--- src/rtl/matrix_feeder.sv ---
// Operand feeder for an N x N systolic array: holds matrices A and B and streams
// them out row/column-skewed, one diagonal wavefront per cycle, then drains.
module matrix_feeder #(
    parameter int N     = 3,
    parameter int DRAIN = 8
) (
    input  logic                   clk,
    input  logic                   rst,
    input  logic                   wr_en,
    input  logic                   wr_sel,
    input  logic [$clog2(N)-1:0]   wr_row,
    input  logic [$clog2(N)-1:0]   wr_col,
    input  logic [7:0]             wr_data,
    input  logic                   start,
    output logic [8*N-1:0]         a_out,
    output logic [8*N-1:0]         b_out,
    output logic                   feed_valid,
    output logic                   busy,
    output logic                   done
);
    localparam int IW   = $clog2(N);
    localparam int CMAX = (2*N-1 > DRAIN) ? 2*N-1 : DRAIN;
    localparam int CW   = $clog2(CMAX + 1);
    localparam logic [IW:0]   N_L        = (IW+1)'(N);
    localparam logic [CW-1:0] FEED_LAST  = CW'(2*N - 2);
    localparam logic [CW-1:0] DRAIN_LAST = CW'(DRAIN - 1);

    typedef enum logic [1:0] {ST_IDLE, ST_FEED, ST_DRAIN, ST_DONE} state_t;

    state_t          state_q, state_d;
    logic [CW-1:0]   cnt_q, cnt_d;
    logic [7:0]      a_mem_q [N][N];
    logic [7:0]      a_mem_d [N][N];
    logic [7:0]      b_mem_q [N][N];
    logic [7:0]      b_mem_d [N][N];
    logic [8*N-1:0]  a_out_q, a_out_d;
    logic [8*N-1:0]  b_out_q, b_out_d;
    logic            feed_valid_q, feed_valid_d;
    logic            busy_q, busy_d;
    logic            done_q, done_d;
    int              k_idx;

    always_comb begin
        state_d = state_q;
        cnt_d   = cnt_q;
        a_mem_d = a_mem_q;
        b_mem_d = b_mem_q;
        k_idx   = 0;
        case (state_q)
            ST_IDLE: begin
                // start wins over a simultaneous write
                if (start) begin
                    state_d = ST_FEED;
                    cnt_d   = '0;
                end else if (wr_en && ({1'b0, wr_row} < N_L) && ({1'b0, wr_col} < N_L)) begin
                    if (wr_sel) b_mem_d[wr_row][wr_col] = wr_data;
                    else        a_mem_d[wr_row][wr_col] = wr_data;
                end
            end
            ST_FEED: begin
                if (cnt_q == FEED_LAST) begin
                    cnt_d   = '0;
                    state_d = (DRAIN > 0) ? ST_DRAIN : ST_DONE;
                end else begin
                    cnt_d = cnt_q + 1'b1;
                end
            end
            ST_DRAIN: begin
                if (cnt_q == DRAIN_LAST) begin
                    cnt_d   = '0;
                    state_d = ST_DONE;
                end else begin
                    cnt_d = cnt_q + 1'b1;
                end
            end
            ST_DONE:  state_d = ST_IDLE;
            default:  state_d = ST_IDLE;
        endcase

        // Outputs are computed for the upcoming step so they are registered in step.
        a_out_d = '0;
        b_out_d = '0;
        if (state_d == ST_FEED) begin
            for (int i = 0; i < N; i++) begin
                k_idx = int'(cnt_d) - i;
                if (k_idx >= 0 && k_idx < N) begin
                    a_out_d[8*i +: 8] = a_mem_q[IW'(i)][IW'(k_idx)];
                    b_out_d[8*i +: 8] = b_mem_q[IW'(k_idx)][IW'(i)];
                end
            end
        end
        feed_valid_d = (state_d == ST_FEED);
        busy_d       = (state_d == ST_FEED) || (state_d == ST_DRAIN);
        done_d       = (state_d == ST_DONE);
    end

    always_ff @(posedge clk) begin
        if (rst) begin
            state_q      <= ST_IDLE;
            cnt_q        <= '0;
            a_mem_q      <= '{default: '0};
            b_mem_q      <= '{default: '0};
            a_out_q      <= '0;
            b_out_q      <= '0;
            feed_valid_q <= 1'b0;
            busy_q       <= 1'b0;
            done_q       <= 1'b0;
        end else begin
            state_q      <= state_d;
            cnt_q        <= cnt_d;
            a_mem_q      <= a_mem_d;
            b_mem_q      <= b_mem_d;
            a_out_q      <= a_out_d;
            b_out_q      <= b_out_d;
            feed_valid_q <= feed_valid_d;
            busy_q       <= busy_d;
            done_q       <= done_d;
        end
    end

    assign a_out      = a_out_q;
    assign b_out      = b_out_q;
    assign feed_valid = feed_valid_q;
    assign busy       = busy_q;
    assign done       = done_q;
endmodule

--- config.mk ---
export PLATFORM = sky130hd
export DESIGN_NAME = matrix_feeder
export DESIGN_NICKNAME = d
export VERILOG_FILES = /design/src/rtl/matrix_feeder.sv
export SDC_FILE = /design/constraint.sdc
export NUM_CORES = 1
export LEC_CHECK = 0
export ABC_AREA = 1
export CORE_MARGIN = 2
export CORE_UTILIZATION = 35
export CTS_CLUSTER_SIZE = 16
export DETAILED_ROUTE_END_ITERATION = 10
export GPL_ROUTABILITY_DRIVEN = 1
export GPL_TIMING_DRIVEN = 0
export PLACE_DENSITY_LB_ADDON = 0.15
export SYNTH_ARGS = -nofsm -noshare
export SYNTH_HDL_FRONTEND = slang
export SYNTH_SLANG_ARGS = --single-unit
--- constraint.sdc ---
create_clock -name clk -period 3.11 [get_ports clk]
set_input_delay 0.622 -clock clk [delete_from_list [all_inputs] [get_ports clk]]
set_output_delay 0.622 -clock clk [all_outputs]
set_load 0.01 [all_outputs]
* Word-level counts from Yosys, hierarchy flattened
Index checks and enable logic that the tools add are counted.
** Word-level totals
- Flip-flop bits (word level) :: 193
- Input bits :: 17
- Output and inout bits :: 51
- Word-level logic and storage cells :: 108
** Cells by class
- Add/sub/neg operators :: 3
- Magnitude comparators :: 15
- Equality and inequality tests :: 8
- Multiplexer cells :: 29
- Bitwise gates (word level) :: 11
- Reduce and logical (&&, ||, !) cells :: 14
** Operator list (number)
- $bwmux 72 :: 2
- $bmux 24 s2 :: 2
- $mux 24 :: 3
- $mux 8 :: 7
- $bmux 8 s2 :: 3
- $demux 24 s2 :: 1
- $mux 16 :: 2
- $demux 8 s2 :: 1
- $mux 4 :: 3
- $pmux 4 s3 :: 1
- $ge 5x1->1 const B :: 2
- $lt 5x3->1 const B :: 2
- $ge 2x3->1 const B :: 3
- $reduce_or 3->1 :: 3
- $eq 2x2->1 const B :: 4
- $eq 4x3->1 const B :: 2
- $pmux 2 s4 :: 1
- $reduce_and 4->1 :: 2
- $logic_and 1x1->1 :: 7
- $ge 3x3->1 const B :: 2
- $lt 3x1->1 const B :: 2
- $mux 2 :: 3
- $not 1->1 :: 6
- $not 2->2 :: 3
- other kinds (10) :: 13

* Longest topological paths before layout
Gate-level depths: netlist of run 1.
- Word-level depth :: 8
- Gate-level depth with buffers :: 16
- Gate-level depth less buffers :: 13

* Least setup slack after synthesis of run 1
No wires, ideal clock.
- Path type :: input to register
- Start :: input port start
- End :: register a_out_q[10] (netlist: a_out[10])
- Setup time :: 0.064 ns
- Arrival time :: 2.569 ns
- Required time :: 3.046 ns
- Setup slack :: 0.478 ns
- Stages on the path :: 16
- Buffers on the path :: 4
- Cell sequence :: inv_1 nand2_1 nand2_2 nand2_1 nand3_2 buf_4 buf_2 ha_1 clkbuf_1 clkinv_1 nand2_1 nand2_1 nor2_1 nand2_2 buf_6 nor2_1
** Between the ends
- Longest elaborated chain between the ends :: 7
- Elaborated cells on any way between the ends :: 16
- Those cells by class :: add/sub (1); order compare (2); eq/ne (1); mux (7); bitwise (3); reduce/logical (2)
** RTL lines
- start, declared :: line 14 : input logic start,
- $mux 4 (*) :: line 52 : if (start) begin
- $pmux 4 s3 (*) :: line 49 : case (state_q)
- via cnt_d[0] :: line 31 : logic [CW-1:0] cnt_q, cnt_d;
- $sub 4x1->5 (*) :: line 85 : k_idx = int'(cnt_d) - i;
- $ge 5x1->1, or another cell as far along :: line 86 : if (k_idx >= 0 && k_idx < N) begin
- $logic_and 1x1->1 or $bmux 8 s2 (tied branches) :: line 86, 87
- $not 1->1 (no line) or $mux 8 (tied branches)
- $reduce_or 3->1 (no line) or $mux 8 (tied branches)
- end signal, assigned :: line 113 : a_out_q <= a_out_d;
- end, declared :: line 36 : logic [8*N-1:0] a_out_q, a_out_d;
The timed path passes the listed nets; every way through them passes the cells marked *. The select of a mux whose other input is x is not followed.
A chain may end at the register's enable or synchronous reset.

* Worst setup path in the final report of run 1
- Start :: input port start
- End :: register a_out_q[14] (netlist: a_out[14])
Same word-level chain as after synthesis.

==> run_results.csv, run 1 <==
group,metric,value,unit
global_route,use_met2,0.2769,
setup_path,rrSetupSlack,0.41,ns
timing,final.min_clock_period,2.900,ns
final_layout,drive_gt1_frac,0.09696,
clock_network,clkLatencyLatePin,0.43,ns
place,io_buffers,51,
global_route,grt_pass1_wl,25.85,mm
timing,slew_headroom,0.5067,
job,drv_cap,0,
logic_synthesis,yosys_warnings,0,
setup_path,crit_type,"in -> reg",
power,ir_drop,0.4071,mV
global_route,grt_pass1_vias,4797,
floorplanning,placementRows,46,
clock_network,ctsHoldBuffers,0,
run_status,status,"complete, no violations",
floorplanning,core_area,0.01600,mm²
logic_synthesis,ys_types,29,
final_layout,seq_area,0.002743,mm²
timing,max_freq,0.3448,GHz
logic_synthesis,syn_inst,790,
logic_synthesis,synth-seq-cells,137,
clock_network,postCtsSetupRepairBufs,0,
route,via_per_inst,4.745,
global_route,antenna_found_initial,0,
final_layout,final_common_cell,"nand2_1",
setup_path,setup.worst_path.start_class,"primary input",
setup_path,worstPathMaxFanout,10,
final_layout,fillers,1747,
route,wl_per_cell,14.51,µm
route,wirelength,16.00,mm
global_route,use_met3,0.04537,
logic_synthesis,synthesis.area,0.005754,mm²
place,hpwl,11.15,mm
final_layout,area_growth,25.09,%
setup_path,path_delay_family,"buffers and inverters",
global_route,grt_max_degree,17,
floorplanning,initial_core_util,0.3596,
place,post-place-ws,-0.7231,ns
setup_path,max_stage_delay,0.55,ns
route,drc,0,
clock_network,cts.sinks,137,
route,ant_nets,0,
hold_path,hold_path.class,"reg -> reg",
timing,finalWorstSetupSlack,0.2096,ns
final_layout,final_cell_mix,"176 x nand2_1, 137 x dfxtp_1, 129 x a21oi_1",
timing,hold_viol_final,0,
setup_path,critPathRequiredTime,3.47,ns
power,power_density,584.0,mW/mm²
timing,worstMarginPinSlew,0.7400,ns
timing,finalCritPeriodShare,0.9326,
timing,whs,0.4515,ns
setup_path,timing.critical_path.buf_inv,6,
clock_network,cts_tree,"done",
setup_path,end_kind,"register",
final_layout,multi_input_area,0.002415,mm²
timing,slew_viol_final,0,
global_route,grtUsageMet1,0.2737,
global_route,grt.busiest_layer,"met2",
clock_network,root_buffer,"clkbuf_16",
final_layout,layout.cells.non_filler,1103,
clock_network,htreeDepth,4,
final_layout,nNetsFinal,897,
timing,skew,0.006119,ns
global_route,grt_usage,0.1888,
timing,setup_viol,0,
place,gp_congestion,0.8092,
route,first_pass_iters,5,
setup_path,slowest_stage,"clkdlybuf4s50_1",
clock_network,clkTransAtPathRegs,0.06,ns
logic_synthesis,avgSynthCellArea,7.284,µm²
timing,rsz0062_at_grt,"no",
timing,tns,0,ns
setup_path,critPathArrivalTime,3.26,ns
setup_path,crit_top_cell,"nand2_1",
hold_path,min_delay_path_depth,2,
power,p_leak,2.796,nW
floorplanning,fp.dieArea,0.01748,mm²
logic_synthesis,yosysSeqAreaShare,0.4766,
floorplanning,die_w,132.2,µm
setup_path,rr_worst_depth,15,
final_layout,antenna_cells,0,
clock_network,cts_buffers,17,
route,drt_iter0_drc,400,
setup_path,crit_chain,"clkdlybuf4s50_1 -> inv_1 -> nand2_1 -> nand2_2 -> nand2_1 -> nand3_2 -> buf_4 -> clkbuf_4 -> ha_4 -> clkinvlp_4 -> nand2_1 -> nand2_1 -> nor2_1 -> nand2_2 -> buf_6 -> nor2_1",
floorplanning,ios,68,
route,via_count,5234,
setup_path,path_depth,16,
global_route,grt-ovfl-total,0,
place,place_inst,1072,
clock_network,clk_path_buf_depth,2,
floorplanning,die_y,132.2,µm
through the flow:
step	utilization	instance area [µm²]	total power [mW]
finish	0.4499	7198	4.204
global route	0.4499	7198	4.376
CTS	0.4484	7174	4.230
detailed placement	0.4119	6591	2.239
global placement	0.4119	6591	2.240
floorplan	-	5811	2.078
cell families (layout without fill, tap and decap cells):
family,after synthesis,count (layout),share of synthesized area
adder cells (fa/ha/maj),6,6,0.01305
AO/OA/AOI/OAI,199,199,0.1750
flip-flops,137,137,0.4766
buffers and inverters,152,234,0.1165
AND/OR/NAND/NOR,294,294,0.2166
XOR/XNOR,1,1,0.001522
other,1,16,0.0006517
Yosys cell counts:
cell | n | area [µm²]
a21oi_1 | 129 | 645.6
a21oi_2 | 1 | 8.760
a31oi_1 | 1 | 6.260
buf_1 | 2 | 7.510
buf_2 | 11 | 55.05
buf_4 | 19 | 142.6
buf_6 | 2 | 22.52
clkbuf_1 | 27 | 101.4
clkinv_1 | 1 | 3.750
conb_1 | 1 | 3.750
dfxtp_1 | 137 | 2743
ha_1 | 6 | 75.07
inv_1 | 86 | 322.8
inv_2 | 4 | 15.01
nand2_1 | 176 | 660.6
nand2_2 | 3 | 18.77
nand2_4 | 1 | 11.26
nand3_1 | 59 | 295.3
nand3_2 | 1 | 10.01
nand4_1 | 9 | 56.30
nor2_1 | 37 | 138.9
nor2_2 | 6 | 37.54
nor3_1 | 1 | 5.000
nor3b_2 | 1 | 12.51
o211ai_1 | 1 | 7.510
o21ai_0 | 59 | 295.3
o21ai_1 | 7 | 35.03
o21ai_2 | 1 | 8.760
xor2_1 | 1 | 8.760
sequential cells by signal, indices dropped and copies added (netlist names):
name / cells
a_mem_q: 48
b_mem_q: 48
a_out: 16
b_out: 16
cnt_q: 4
state_q: 2
busy: 1
done: 1
feed_valid: 1
repair_timing:
item | in CTS | in global routing
setup endpoints to repair | 16 | 19
cloned | 0 | 0
pin swaps | 0 | 1
gates resized for setup | 2 | 7
worst reg2reg max path, stage by stage, from the launching register on:
cell        delay [ns]
dfxtp_1           0.34
inv_1             0.13
ha_1              0.17
nand3_1           0.13
nand3_1           0.14
nand3_2           0.13
buf_4             0.20
clkbuf_4          0.21
ha_4              0.36
clkinvlp_4        0.17
nand2_1           0.10
nand2_1           0.05
nor2_1            0.12
nand2_2           0.13
buf_6             0.17
nor2_1            0.08
power by group:
| part | leakage [nW] | switching (mW) | internal (mW) |
|---|---|---|---|
| combinational | 1.39 | 0.285 | 0.145 |
| sequential | 1.11 | 0.00801 | 1.78 |
| clock | 0.296 | 0.737 | 1.25 |
| total | 2.80 | 1.03 | 3.17 |
area by class of cell:
type | count | share of cell area
plain buffers | 60 | 0.04606
clock inverters | 9 | 0.01321
well taps | 216 | 0.03755
inverters | 91 | 0.04797
clock buffers | 23 | 0.06779
flip-flops and latches | 137 | 0.3810
repair buffers | 51 | 0.07092
multi-input cells | 516 | 0.3355
worst paths after layout:
check,to,start
max,a_out[14],start
min reg2reg,a_mem_q[43],a_mem_q[43]
min,a_mem_q[43],a_mem_q[43]
max reg2reg,a_out[14],cnt_q[0]
metal layers:
| layer | share of wire | wire, µm |
|---|---|---|
| met3 | 0.049 | 791 |
| met1 | 0.51 | 8087 |
| met5 | 0 | 0 |
| met2 | 0.43 | 6840 |
| met4 | 0.017 | 280 |
No activity file was read; power rests on OpenSTA's default activity.
==> run 2, diff against run 1 <==
--- a/config.mk
+++ b/config.mk
@@ -7,10 +7,10 @@
 export LEC_CHECK = 0
 export ABC_AREA = 1
 export CORE_MARGIN = 2
-export CORE_UTILIZATION = 35
+export CORE_UTILIZATION = 56
 export CTS_CLUSTER_SIZE = 16
 export DETAILED_ROUTE_END_ITERATION = 10
-export GPL_ROUTABILITY_DRIVEN = 1
+export GPL_ROUTABILITY_DRIVEN = 0
 export GPL_TIMING_DRIVEN = 0
 export PLACE_DENSITY_LB_ADDON = 0.15
 export SYNTH_ARGS = -nofsm -noshare
==> run 2 against run 1 <==
  * Via count increased by 4.8%
  * Clock-buffer cell count decreased by 2
  * Die area decreased by 36%
  * Core utilization up 25 points
  * Wire length shrank 5.6%
  * Critical endpoint is now a_out[15]
  * Register-to-register slack worse by 0.11 ns
  * Combinational power shrank 4%
  * Fmax grew 1.2%
  * Worst hold slack better by 0.0023 ns
  * Power grew 0.49%
  * Critical path type unchanged
==> run_results.csv, run 2 (synthesized netlist as in run 1, its figures left out) <==
group,metric,value,unit
job,drv_cap,0,
route,drt_iter0_drc,499,
clock_network,cts_tree,"done",
timing,slew_headroom,0.4993,
clock_network,clkTransAtPathRegs,0.06,ns
route,drc,0,
timing,final.min_clock_period,2.866,ns
final_layout,final_common_cell,"nand2_1",
setup_path,slowest_stage,"clkdlybuf4s50_1",
clock_network,clk_path_buf_depth,2,
power,p_leak,2.786,nW
route,via_count,5483,
final_layout,nNetsFinal,897,
clock_network,clkLatencyLatePin,0.53,ns
floorplanning,ios,68,
clock_network,cts.sinks,137,
route,wirelength,15.11,mm
global_route,grt_max_degree,17,
timing,skew,0.009338,ns
final_layout,area_growth,23.35,%
setup_path,end_kind,"register",
route,wl_per_cell,14.77,µm
route,first_pass_iters,5,
hold_path,hold_path.class,"reg -> reg",
timing,hold_viol_final,0,
floorplanning,initial_core_util,0.5676,
final_layout,fillers,841,
setup_path,worstPathMaxFanout,10,
route,via_per_inst,5.360,
floorplanning,fp.dieArea,0.01110,mm²
timing,setup_viol,0,
clock_network,cts_buffers,17,
run_status,status,"complete, no violations",
setup_path,crit_chain,"clkdlybuf4s50_1 -> inv_1 -> nand2_1 -> nand2_2 -> nand2_1 -> nand3_2 -> buf_4 -> buf_2 -> ha_2 -> clkinv_2 -> nand2_1 -> nand2_1 -> nor2_1 -> nand2_2 -> buf_6 -> nor2_1",
clock_network,root_buffer,"clkbuf_8",
setup_path,max_stage_delay,0.54,ns
clock_network,postCtsSetupRepairBufs,0,
global_route,grt_usage,0.2824,
setup_path,crit_top_cell,"nand2_1",
place,hpwl,10.57,mm
timing,slew_viol_final,0,
global_route,antenna_found_initial,0,
final_layout,antenna_cells,0,
power,power_density,595.2,mW/mm²
final_layout,largestRegisters,"a_mem_q x48, b_mem_q x48",
floorplanning,die_y,105.4,µm
timing,max_freq,0.3489,GHz
final_layout,final_cell_mix,"176 x nand2_1, 137 x dfxtp_1, 129 x a21oi_1",
global_route,grt_pass1_vias,5266,
setup_path,setup.worst_path.start_class,"primary input",
floorplanning,die_w,105.4,µm
setup_path,crit_type,"in -> reg",
timing,whs,0.4538,ns
timing,tns,0,ns
final_layout,drive_gt1_frac,0.09583,
clock_network,htreeDepth,4,
setup_path,critPathArrivalTime,3.34,ns
timing,finalCritPeriodShare,0.9216,
global_route,grt_pass1_wl,24.75,mm
timing,worstMarginPinSlew,0.7511,ns
global_route,grt-ovfl-total,0,
route,ant_nets,0,
place,io_buffers,51,
power,ir_drop,0.3373,mV
floorplanning,core_area,0.01014,mm²
setup_path,critPathRequiredTime,3.58,ns
floorplanning,placementRows,37,
timing,rsz0062_at_grt,"no",
run 2: worst paths after layout:
path,depth (start not counted),slack (ns),endpoint,from
min,2,0.45,a_mem_q[46],a_mem_q[46]
min reg2reg,2,0.45,a_mem_q[46],a_mem_q[46]
max reg2reg,15,0.30,a_out[15],cnt_q[0]
max,16,0.24,a_out[15],start
run 2: repair_timing:
item / CTS / global route
endpoints found under the setup margin: 10 / 16
gates resized for setup: 2 / 3
hold buffers: 0 / 0
run 2: cell type report:
class	instances	area [µm²]	area share
Tap cell	136	170.2	0.02397
Sequential cell	137	2743	0.3864
Clock inverter	11	145.1	0.02045
Clock buffer	21	459.2	0.06469
Timing Repair Buffer	51	510.5	0.07192
Inverter	91	342.8	0.04830
Buffer	60	327.8	0.04618
Multi-Input combinational cell	516	2400	0.3381
run 2: layer usage:
| metal | global-route usage | part of all wire | up-vias |
|---|---|---|---|
| met2 | 0.4470 | 0.47 | 217 |
| met3 | 0.06617 | 0.065 | 57 |
| met1 | 0.3521 | 0.42 | 2522 |
| met5 | 0 | 0 | - |
| met4 | 0.1629 | 0.041 | 0 |
| li1 | - | - | 2687 |
run 2: power breakdown:
part	total, mW	switching, mW	leakage, nW	internal (mW)
combinational	0.414	0.274	1.39	0.140
clock	2.03	0.744	0.290	1.28
sequential	1.78	0.00824	1.11	1.78
total	4.22	1.03	2.79	3.20
run 2: stage by stage:
stage / utilization / instance area [µm²] / setup WS [ns] / power [mW] / instances
finish: 0.7001 / 7098 / 0.2439 / 4.224 / 1023
global route: 0.7001 / 7098 / 0.09251 / 4.357 / 1023
CTS: 0.7001 / 7098 / 0.04131 / 4.224 / 1024
detailed placement: 0.6403 / 6491 / -0.5807 / 2.221 / 992
global placement: 0.6403 / 6491 / -0.5630 / 2.217 / 992
floorplan: - / 5811 / 0.4775 / 2.078 / 805
run 2: worst max-delay path: cells and delay by family:
family	cells	cell delay (ns)
buf+inv	6	1.35
simple gates	9	0.90
fa+ha+maj	1	0.46
